File: src/rtl/decode_scoreboard.sv
// decode_scoreboard
// Pending-write scoreboard for the Decode stage. Each scalar register, vector
// register and the condition code has a small counter of writes that have
// issued but not yet retired. The block decides each cycle whether the
// instruction in Decode may issue, and it tracks issues and writebacks.
//
// Ports:
//   I_CLOCK, I_RESET            clock and synchronous active-high reset
//   I_LOCK                      global enable; low freezes state and blocks issue
//   I_FE_Valid                  Decode holds a valid instruction
//   I_GPUStallSignal            downstream stall, blocks issue
//   I_Src*/I_VSrc*/I_CCUse      scalar, vector and CC sources read by the instruction
//   I_Dest*/I_VDest*/I_CCWrite  destinations written by the instruction
//   I_WB*                       writeback retires for scalar, vector and CC
//   O_DepStallSignal            RAW hazard or destination counter full (combinational)
//   O_Issue                     instruction issues this cycle (combinational)
//   O_Pending                   total outstanding writes (registered)
//   O_Underflow                 sticky flag: a retire hit a zero counter
module decode_scoreboard #(
  parameter int NUM_RF    = 16,
  parameter int NUM_VRF   = 64,
  parameter int RF_ID_W   = 4,
  parameter int VRF_ID_W  = 6,
  parameter int CNT_W     = 2,
  parameter int WB_BYPASS = 1
) (
  input  logic                I_CLOCK,
  input  logic                I_RESET,
  input  logic                I_LOCK,
  input  logic                I_FE_Valid,
  input  logic                I_GPUStallSignal,
  input  logic [RF_ID_W-1:0]  I_Src1Idx,
  input  logic [RF_ID_W-1:0]  I_Src2Idx,
  input  logic                I_Src1Use,
  input  logic                I_Src2Use,
  input  logic [VRF_ID_W-1:0] I_VSrc1Idx,
  input  logic [VRF_ID_W-1:0] I_VSrc2Idx,
  input  logic                I_VSrc1Use,
  input  logic                I_VSrc2Use,
  input  logic                I_CCUse,
  input  logic [RF_ID_W-1:0]  I_DestIdx,
  input  logic                I_DestWrite,
  input  logic [VRF_ID_W-1:0] I_VDestIdx,
  input  logic                I_VDestWrite,
  input  logic                I_CCWrite,
  input  logic                I_WBRegWEn,
  input  logic [RF_ID_W-1:0]  I_WBRegIdx,
  input  logic                I_WBVRegWEn,
  input  logic [VRF_ID_W-1:0] I_WBVRegIdx,
  input  logic                I_WBCCWEn,
  output logic                O_DepStallSignal,
  output logic                O_Issue,
  output logic [7:0]          O_Pending,
  output logic                O_Underflow
);

  localparam logic [CNT_W-1:0] CNT_MAX = {CNT_W{1'b1}};
  localparam logic [CNT_W-1:0] CNT_ONE = CNT_W'(1);
  localparam logic             BYPASS  = (WB_BYPASS != 0);

  logic [CNT_W-1:0] cnt_rf       [NUM_RF];
  logic [CNT_W-1:0] cnt_vrf      [NUM_VRF];
  logic [CNT_W-1:0] cnt_cc;
  logic [CNT_W-1:0] cnt_rf_next  [NUM_RF];
  logic [CNT_W-1:0] cnt_vrf_next [NUM_VRF];
  logic [CNT_W-1:0] cnt_cc_next;

  logic src1_ok, src2_ok, dest_ok, vsrc1_ok, vsrc2_ok, vdest_ok;
  logic wb_rf_ok, wb_vrf_ok;
  logic any_busy, any_full;
  logic inc_rf, inc_vrf, inc_cc;
  logic dec_rf, dec_vrf, dec_cc;
  logic uf_rf, uf_vrf, uf_cc;

  // A source with exactly one write in flight is released early when that
  // write retires in the same cycle and bypass is enabled.
  function automatic logic src_busy(logic rd, logic in_range,
                                    logic [CNT_W-1:0] cnt, logic wb_hit);
    return rd && in_range && (cnt != '0) && !(BYPASS && (cnt == CNT_ONE) && wb_hit);
  endfunction

  // A destination cannot take another write once its counter is saturated,
  // unless a retire of the same entry frees a slot this cycle.
  function automatic logic dest_full(logic wr, logic in_range,
                                     logic [CNT_W-1:0] cnt, logic wb_hit);
    return wr && in_range && (cnt == CNT_MAX) && !wb_hit;
  endfunction

  // Indices past the tracked register count are never busy and never update.
  assign src1_ok   = int'(I_Src1Idx)   < NUM_RF;
  assign src2_ok   = int'(I_Src2Idx)   < NUM_RF;
  assign dest_ok   = int'(I_DestIdx)   < NUM_RF;
  assign vsrc1_ok  = int'(I_VSrc1Idx)  < NUM_VRF;
  assign vsrc2_ok  = int'(I_VSrc2Idx)  < NUM_VRF;
  assign vdest_ok  = int'(I_VDestIdx)  < NUM_VRF;
  assign wb_rf_ok  = I_WBRegWEn  && (int'(I_WBRegIdx)  < NUM_RF);
  assign wb_vrf_ok = I_WBVRegWEn && (int'(I_WBVRegIdx) < NUM_VRF);

  assign any_busy =
      src_busy(I_Src1Use,  src1_ok,  cnt_rf[I_Src1Idx],   wb_rf_ok  && (I_WBRegIdx  == I_Src1Idx))
    | src_busy(I_Src2Use,  src2_ok,  cnt_rf[I_Src2Idx],   wb_rf_ok  && (I_WBRegIdx  == I_Src2Idx))
    | src_busy(I_VSrc1Use, vsrc1_ok, cnt_vrf[I_VSrc1Idx], wb_vrf_ok && (I_WBVRegIdx == I_VSrc1Idx))
    | src_busy(I_VSrc2Use, vsrc2_ok, cnt_vrf[I_VSrc2Idx], wb_vrf_ok && (I_WBVRegIdx == I_VSrc2Idx))
    | src_busy(I_CCUse,    1'b1,     cnt_cc,              I_WBCCWEn);

  assign any_full =
      dest_full(I_DestWrite,  dest_ok,  cnt_rf[I_DestIdx],   wb_rf_ok  && (I_WBRegIdx  == I_DestIdx))
    | dest_full(I_VDestWrite, vdest_ok, cnt_vrf[I_VDestIdx], wb_vrf_ok && (I_WBVRegIdx == I_VDestIdx))
    | dest_full(I_CCWrite,    1'b1,     cnt_cc,              I_WBCCWEn);

  assign O_DepStallSignal = I_FE_Valid && I_LOCK && (any_busy || any_full);
  assign O_Issue          = I_FE_Valid && I_LOCK && !O_DepStallSignal && !I_GPUStallSignal;

  // Retires against a zero counter are dropped and only raise the error flag.
  assign inc_rf  = O_Issue && I_DestWrite  && dest_ok;
  assign inc_vrf = O_Issue && I_VDestWrite && vdest_ok;
  assign inc_cc  = O_Issue && I_CCWrite;
  assign dec_rf  = wb_rf_ok  && (cnt_rf[I_WBRegIdx]   != '0);
  assign dec_vrf = wb_vrf_ok && (cnt_vrf[I_WBVRegIdx] != '0);
  assign dec_cc  = I_WBCCWEn && (cnt_cc != '0);
  assign uf_rf   = wb_rf_ok  && (cnt_rf[I_WBRegIdx]   == '0);
  assign uf_vrf  = wb_vrf_ok && (cnt_vrf[I_WBVRegIdx] == '0);
  assign uf_cc   = I_WBCCWEn && (cnt_cc == '0);

  // Next-count computation for every entry: add the issued write, subtract
  // the accepted retire. Both on one entry cancel out.
  always_comb begin
    cnt_rf_next  = cnt_rf;
    cnt_vrf_next = cnt_vrf;
    cnt_cc_next  = cnt_cc;
    for (int i = 0; i < NUM_RF; i++) begin
      cnt_rf_next[i] = cnt_rf[i]
                     + CNT_W'(inc_rf && (int'(I_DestIdx)  == i))
                     - CNT_W'(dec_rf && (int'(I_WBRegIdx) == i));
    end
    for (int i = 0; i < NUM_VRF; i++) begin
      cnt_vrf_next[i] = cnt_vrf[i]
                      + CNT_W'(inc_vrf && (int'(I_VDestIdx)  == i))
                      - CNT_W'(dec_vrf && (int'(I_WBVRegIdx) == i));
    end
    cnt_cc_next = cnt_cc + CNT_W'(inc_cc) - CNT_W'(dec_cc);
  end

  // State register. Reset wins over everything; with I_LOCK low the whole
  // scoreboard holds, so retires seen while locked are lost on purpose.
  always_ff @(posedge I_CLOCK) begin
    if (I_RESET) begin
      cnt_rf      <= '{default: '0};
      cnt_vrf     <= '{default: '0};
      cnt_cc      <= '0;
      O_Pending   <= '0;
      O_Underflow <= 1'b0;
    end else if (I_LOCK) begin
      cnt_rf      <= cnt_rf_next;
      cnt_vrf     <= cnt_vrf_next;
      cnt_cc      <= cnt_cc_next;
      O_Pending   <= O_Pending + 8'(inc_rf) + 8'(inc_vrf) + 8'(inc_cc)
                                - 8'(dec_rf) - 8'(dec_vrf) - 8'(dec_cc);
      O_Underflow <= O_Underflow | uf_rf | uf_vrf | uf_cc;
    end
  end

endmodule

File: config.mk
export PLATFORM = sky130hd
export DESIGN_NAME = decode_scoreboard
export DESIGN_NICKNAME = d
export VERILOG_FILES = /design/src/rtl/decode_scoreboard.sv
export SDC_FILE = /design/constraint.sdc
export NUM_CORES = 1
export LEC_CHECK = 0
export CORE_MARGIN = 2
export CORE_UTILIZATION = 63
export DETAILED_ROUTE_END_ITERATION = 6
export GPL_TIMING_DRIVEN = 0
export PLACE_DENSITY = 0.9
export SLEW_MARGIN = 10
export SYNTH_ARGS = -nofsm -noshare
export SYNTH_HDL_FRONTEND = slang
export SYNTH_SLANG_ARGS = --single-unit
File: constraint.sdc
create_clock -name I_CLOCK -period 8.5 [get_ports I_CLOCK]
set_input_delay 2.125 -clock I_CLOCK [delete_from_list [all_inputs] [get_ports I_CLOCK]]
set_output_delay 2.125 -clock I_CLOCK [all_outputs]
set_load 0.005 [all_outputs]
==> reports/qor.csv, run 1 <==
stage,metric,value,unit
outcome,status,"complete, no violations",
sta,clock_skew,0.0294,ns
power,p_sw,0.732,mW
global_routing,grt_use_met2,71.3,%
logic_synthesis,avgSynthCellArea,8.70,um2
logic_synthesis,synthArstFlopShare,0,%
detailed_routing,dr.pass1.iters,6,
critical_path,r2r_end,O_Pending[7],
critical_path,critPathMaxStageDelay,1.02,ns
cts,clkSinkCount,171,
die,start_util,63.9,%
hold_path,hold_path_depth,2,
die,die_area,26700,um2
logic_synthesis,synth_xor_xnor_area_share,10.8,%
die,rows,58,
final_layout,fin_nets,2127,
logic_synthesis,ys_types,62,
logic_synthesis,syn_nets,2067,
sta,grt_setup_unrepaired,no,
global_routing,grt_use_met3,15.4,%
critical_path,path_cells,clkdlybuf4s50_1 -> buf_1 -> nor2_1 -> a22oi_1 -> nand3_1 -> a21oi_1 -> a41o_1 -> o221ai_2 -> nor2_4 -> buf_2 -> nor2_1 -> clkdlybuf4s50_1,
power,switching_share,34.1,%
cts,cts_tree,done,
global_routing,grt_pass1_wl,91800,um
placement,numPortBuffers,42,
cts,clock_path_buffers,2,
detailed_routing,drt_iter0_drc,2033,
cts,post_cts_buffers,0,
detailed_routing,wl,62500,um
logic_synthesis,yosys.area_share.simple,19.1,%
placement,post-dp-hpwl,48000,um
sta,finalHoldViolations,0,
cts,post_cts_resized,0,
power,comb_power_share,23.6,%
logic_synthesis,synth_mux_area_share,22.9,%
global_routing,use_met1,57.0,%
final_layout,utilization,69.6,%
cts,cts_inserted_buffers,17,
critical_path,crit_fanout,10,
detailed_routing,avgViaCountPerCell,6.99,
die,die_w,163,um
final_layout,drive_gt1_share,10.5,%
power,peakVddDrop,0.161,mV
sta,maxSlewHeadroom,23.2,%
critical_path,worst-r2r-cell-count,21,
global_routing,grt_overflow_total,0,
logic_synthesis,synth.top_cell.area_share,21.4,%
global_routing,grt_antenna_before_repair,1,
power,clock_power_share,37.8,%
critical_path,cp-start-kind,input port,
critical_path,crit_path_end_kind,output port,
logic_synthesis,synth_compound_area_share,6.17,%
logic_synthesis,synthAdderAreaFrac,13.8,%
sta,min_period_over_period,98.2,%
critical_path,cp-startpoint,I_VSrc1Idx[1],
detailed_routing,vias,15700,
hold_path,worstHoldStart,O_Underflow,
hold_path,holdPathEnd,O_Underflow,
logic_synthesis,ys_ff_latch,171,
power,p_int,1.41,mW
global_routing,grt_busiest_layer,met2,
sta,layout_min_cycle_time,8.34,ns
cts,clk_pin_slew,0.07,ns
cts,ctsHoldBuffers,0,
placement,routabilityCongestion,1.06,
logic_synthesis,synth-edff-count,0,
final_layout,antenna_cells,0,
cts,clock_latency,0.46,ns
critical_path,path_class,input port to output port,
detailed_routing,drc,0,
critical_path,crit_required,6.38,ns
sta,finalHoldWorstSlack,0.519,ns
sta,max_freq,0.120,GHz
global_routing,grt_max_degree,19,
detailed_routing,post_drt_wl_per_cell,27.9,um
cts,cts_root_buf,clkbuf_16,
die,ios,67,
logic_synthesis,synth_top_cell_by_area,dfxtp_1,
global_routing,grt_pass1_vias,15100,
die,core_area,25000,um2
logic_synthesis,ys_top_cells_by_area,"dfxtp_1 21%, mux4_2 17%, ha_1 13%",
logic_synthesis,synth-seq-area-share,21.4,%
hold_path,hold_path_class,register to register,
critical_path,arrival,6.22,ns
logic_synthesis,syn_inst,1837,
power,p_per_area,123,nW/um2
logic_synthesis,synth-main-ff-cell,dfxtp_1,
run,max_cap_violations,0,
detailed_routing,ant_nets,0,
sta,setup_violations,0,
die,die_height,163,um
final_layout,syn_to_final_growth,8.92,%
logic_synthesis,synth_area,16000,um2
sta,worstMarginPinSlew,1.15,ns
logic_synthesis,yosys_warnings,0,
critical_path,regToRegSetupSlack,2.58,ns
logic_synthesis,synth_top_family_by_area,multiplexers,
sta,slew_viol_final,0,
critical_path,crit_slowest_cell,nor2_1,
power,seqPwrFrac,38.7,%
cts,cts_htree_levels,4,
critical_path,r2r-start,cnt_vrf[73],
power,leakagePower,8.06,nW
global_routing,grtUsageTotal,47.5,%
-- state kept, by name, indices dropped and copies added (netlist names) --
register,count
cnt_rf,32
cnt_cc,2
O_Underflow,1
cnt_vrf,128
O_Pending,8
-- per-layer routing --
layer,vias to the layer above,wire [um]
met4,0,5620
met1,7325,21500
li1,6584,-
met2,1349,26700
met5,-,0
met3,394,8710
-- worst max-delay path, delay by kind of cell --
family / cells / cell delay [ns]
simple gates: 4 / 1.40
buf+inv: 4 / 1.67
compound gates: 4 / 1.02
-- per-stage QoR --
step                      setup slack (ns)  instances  cell area, um2  setup TNS, ns  total power, mW
after floorplan                       1.41       1837           16000              0             1.17
after global placement              -0.296       2209           16800         -0.296             1.31
after detailed placement            -0.323       2209           16800         -0.371             1.33
after CTS                            0.153       2241           17400              0             2.12
after global routing                0.0184       2240           17400              0             2.20
final                                0.157       2240           17400              0             2.15
-- power groups by stage --
stage                     sequential (mW)  clock [mW]  combinational, mW
after floorplan                     0.845           0              0.320
after global placement              0.847           0              0.467
after detailed placement            0.848           0              0.482
after CTS                           0.829       0.803              0.485
after global routing                0.831       0.831              0.538
final                               0.830       0.811              0.506
-- cells in the final DEF, fill, tap and decap left out, types with 6 or more instances in the layout --
cell / netlist / layout
xnor2_1: 18 / 18
inv_8: 0 / 6
dfxtp_1: 171 / 171
mux4_2: 119 / 119
clkbuf_16: 0 / 17
nor2_1: 355 / 355
nor2b_1: 18 / 18
nand3b_1: 6 / 6
buf_2: 31 / 29
nand4_1: 21 / 21
clkdlybuf4s50_1: 0 / 42
buf_4: 7 / 6
nand3_1: 94 / 94
xor2_1: 180 / 180
buf_1: 19 / 18
mux2i_1: 97 / 97
a21oi_1: 37 / 37
inv_1: 102 / 102
a22oi_1: 23 / 23
nand2b_1: 9 / 9
o22ai_1: 15 / 15
a221oi_1: 6 / 6
nor3_1: 41 / 41
ha_1: 170 / 170
clkbuf_1: 70 / 69
a211oi_1: 14 / 14
nand2_1: 135 / 135
o21ai_0: 8 / 8
-- how the worst max path moves through the flow --
stage                       endpoint  slack (ns)  cells after the start
floorplan               O_Pending[7]        1.41                     23
global placement        O_Pending[7]       -0.30                     24
detailed placement      O_Pending[7]       -0.32                     24
CTS                     O_Pending[7]        0.15                     24
global route            O_Pending[7]        0.02                     24
finish              O_DepStallSignal        0.16                     12
-- area by class of cell --
class / count / area (um2)
Clock buffer: 18 / 439
Fill cell: 1963 / 7620
Clock inverter: 14 / 141
Sequential cell: 171 / 3420
Timing Repair Buffer: 42 / 420
Tap cell: 330 / 413
Inverter: 102 / 383
Multi-Input combinational cell: 1436 / 11600
Buffer: 127 / 553
-- logic make-up (layout without fill, tap and decap cells) --
family          Yosys count  count (layout)
simple gates            703             703
buf+inv                 230             303
mux                     217             217
xor+xnor                198             198
fa+ha+maj               174             174
flops                   171             171
compound gates          144             144
-- synthesized netlist by cell type (21+ instances only) --
master	count
dfxtp_1	171
nand4_1	21
buf_2	31
mux4_2	119
ha_1	170
nand3_1	94
inv_1	102
nor3_1	41
clkbuf_1	70
xor2_1	180
a22oi_1	23
nand2_1	135
nor2_1	355
mux2i_1	97
a21oi_1	37
Power figures use the tool's default switching activity.
==> inputs of run 2 (changes only) <==
TNS_END_PERCENT = 30   (was unset)
==> results of run 2 <==
No change in the layout: final DEF, timing and power equal those of run 1.
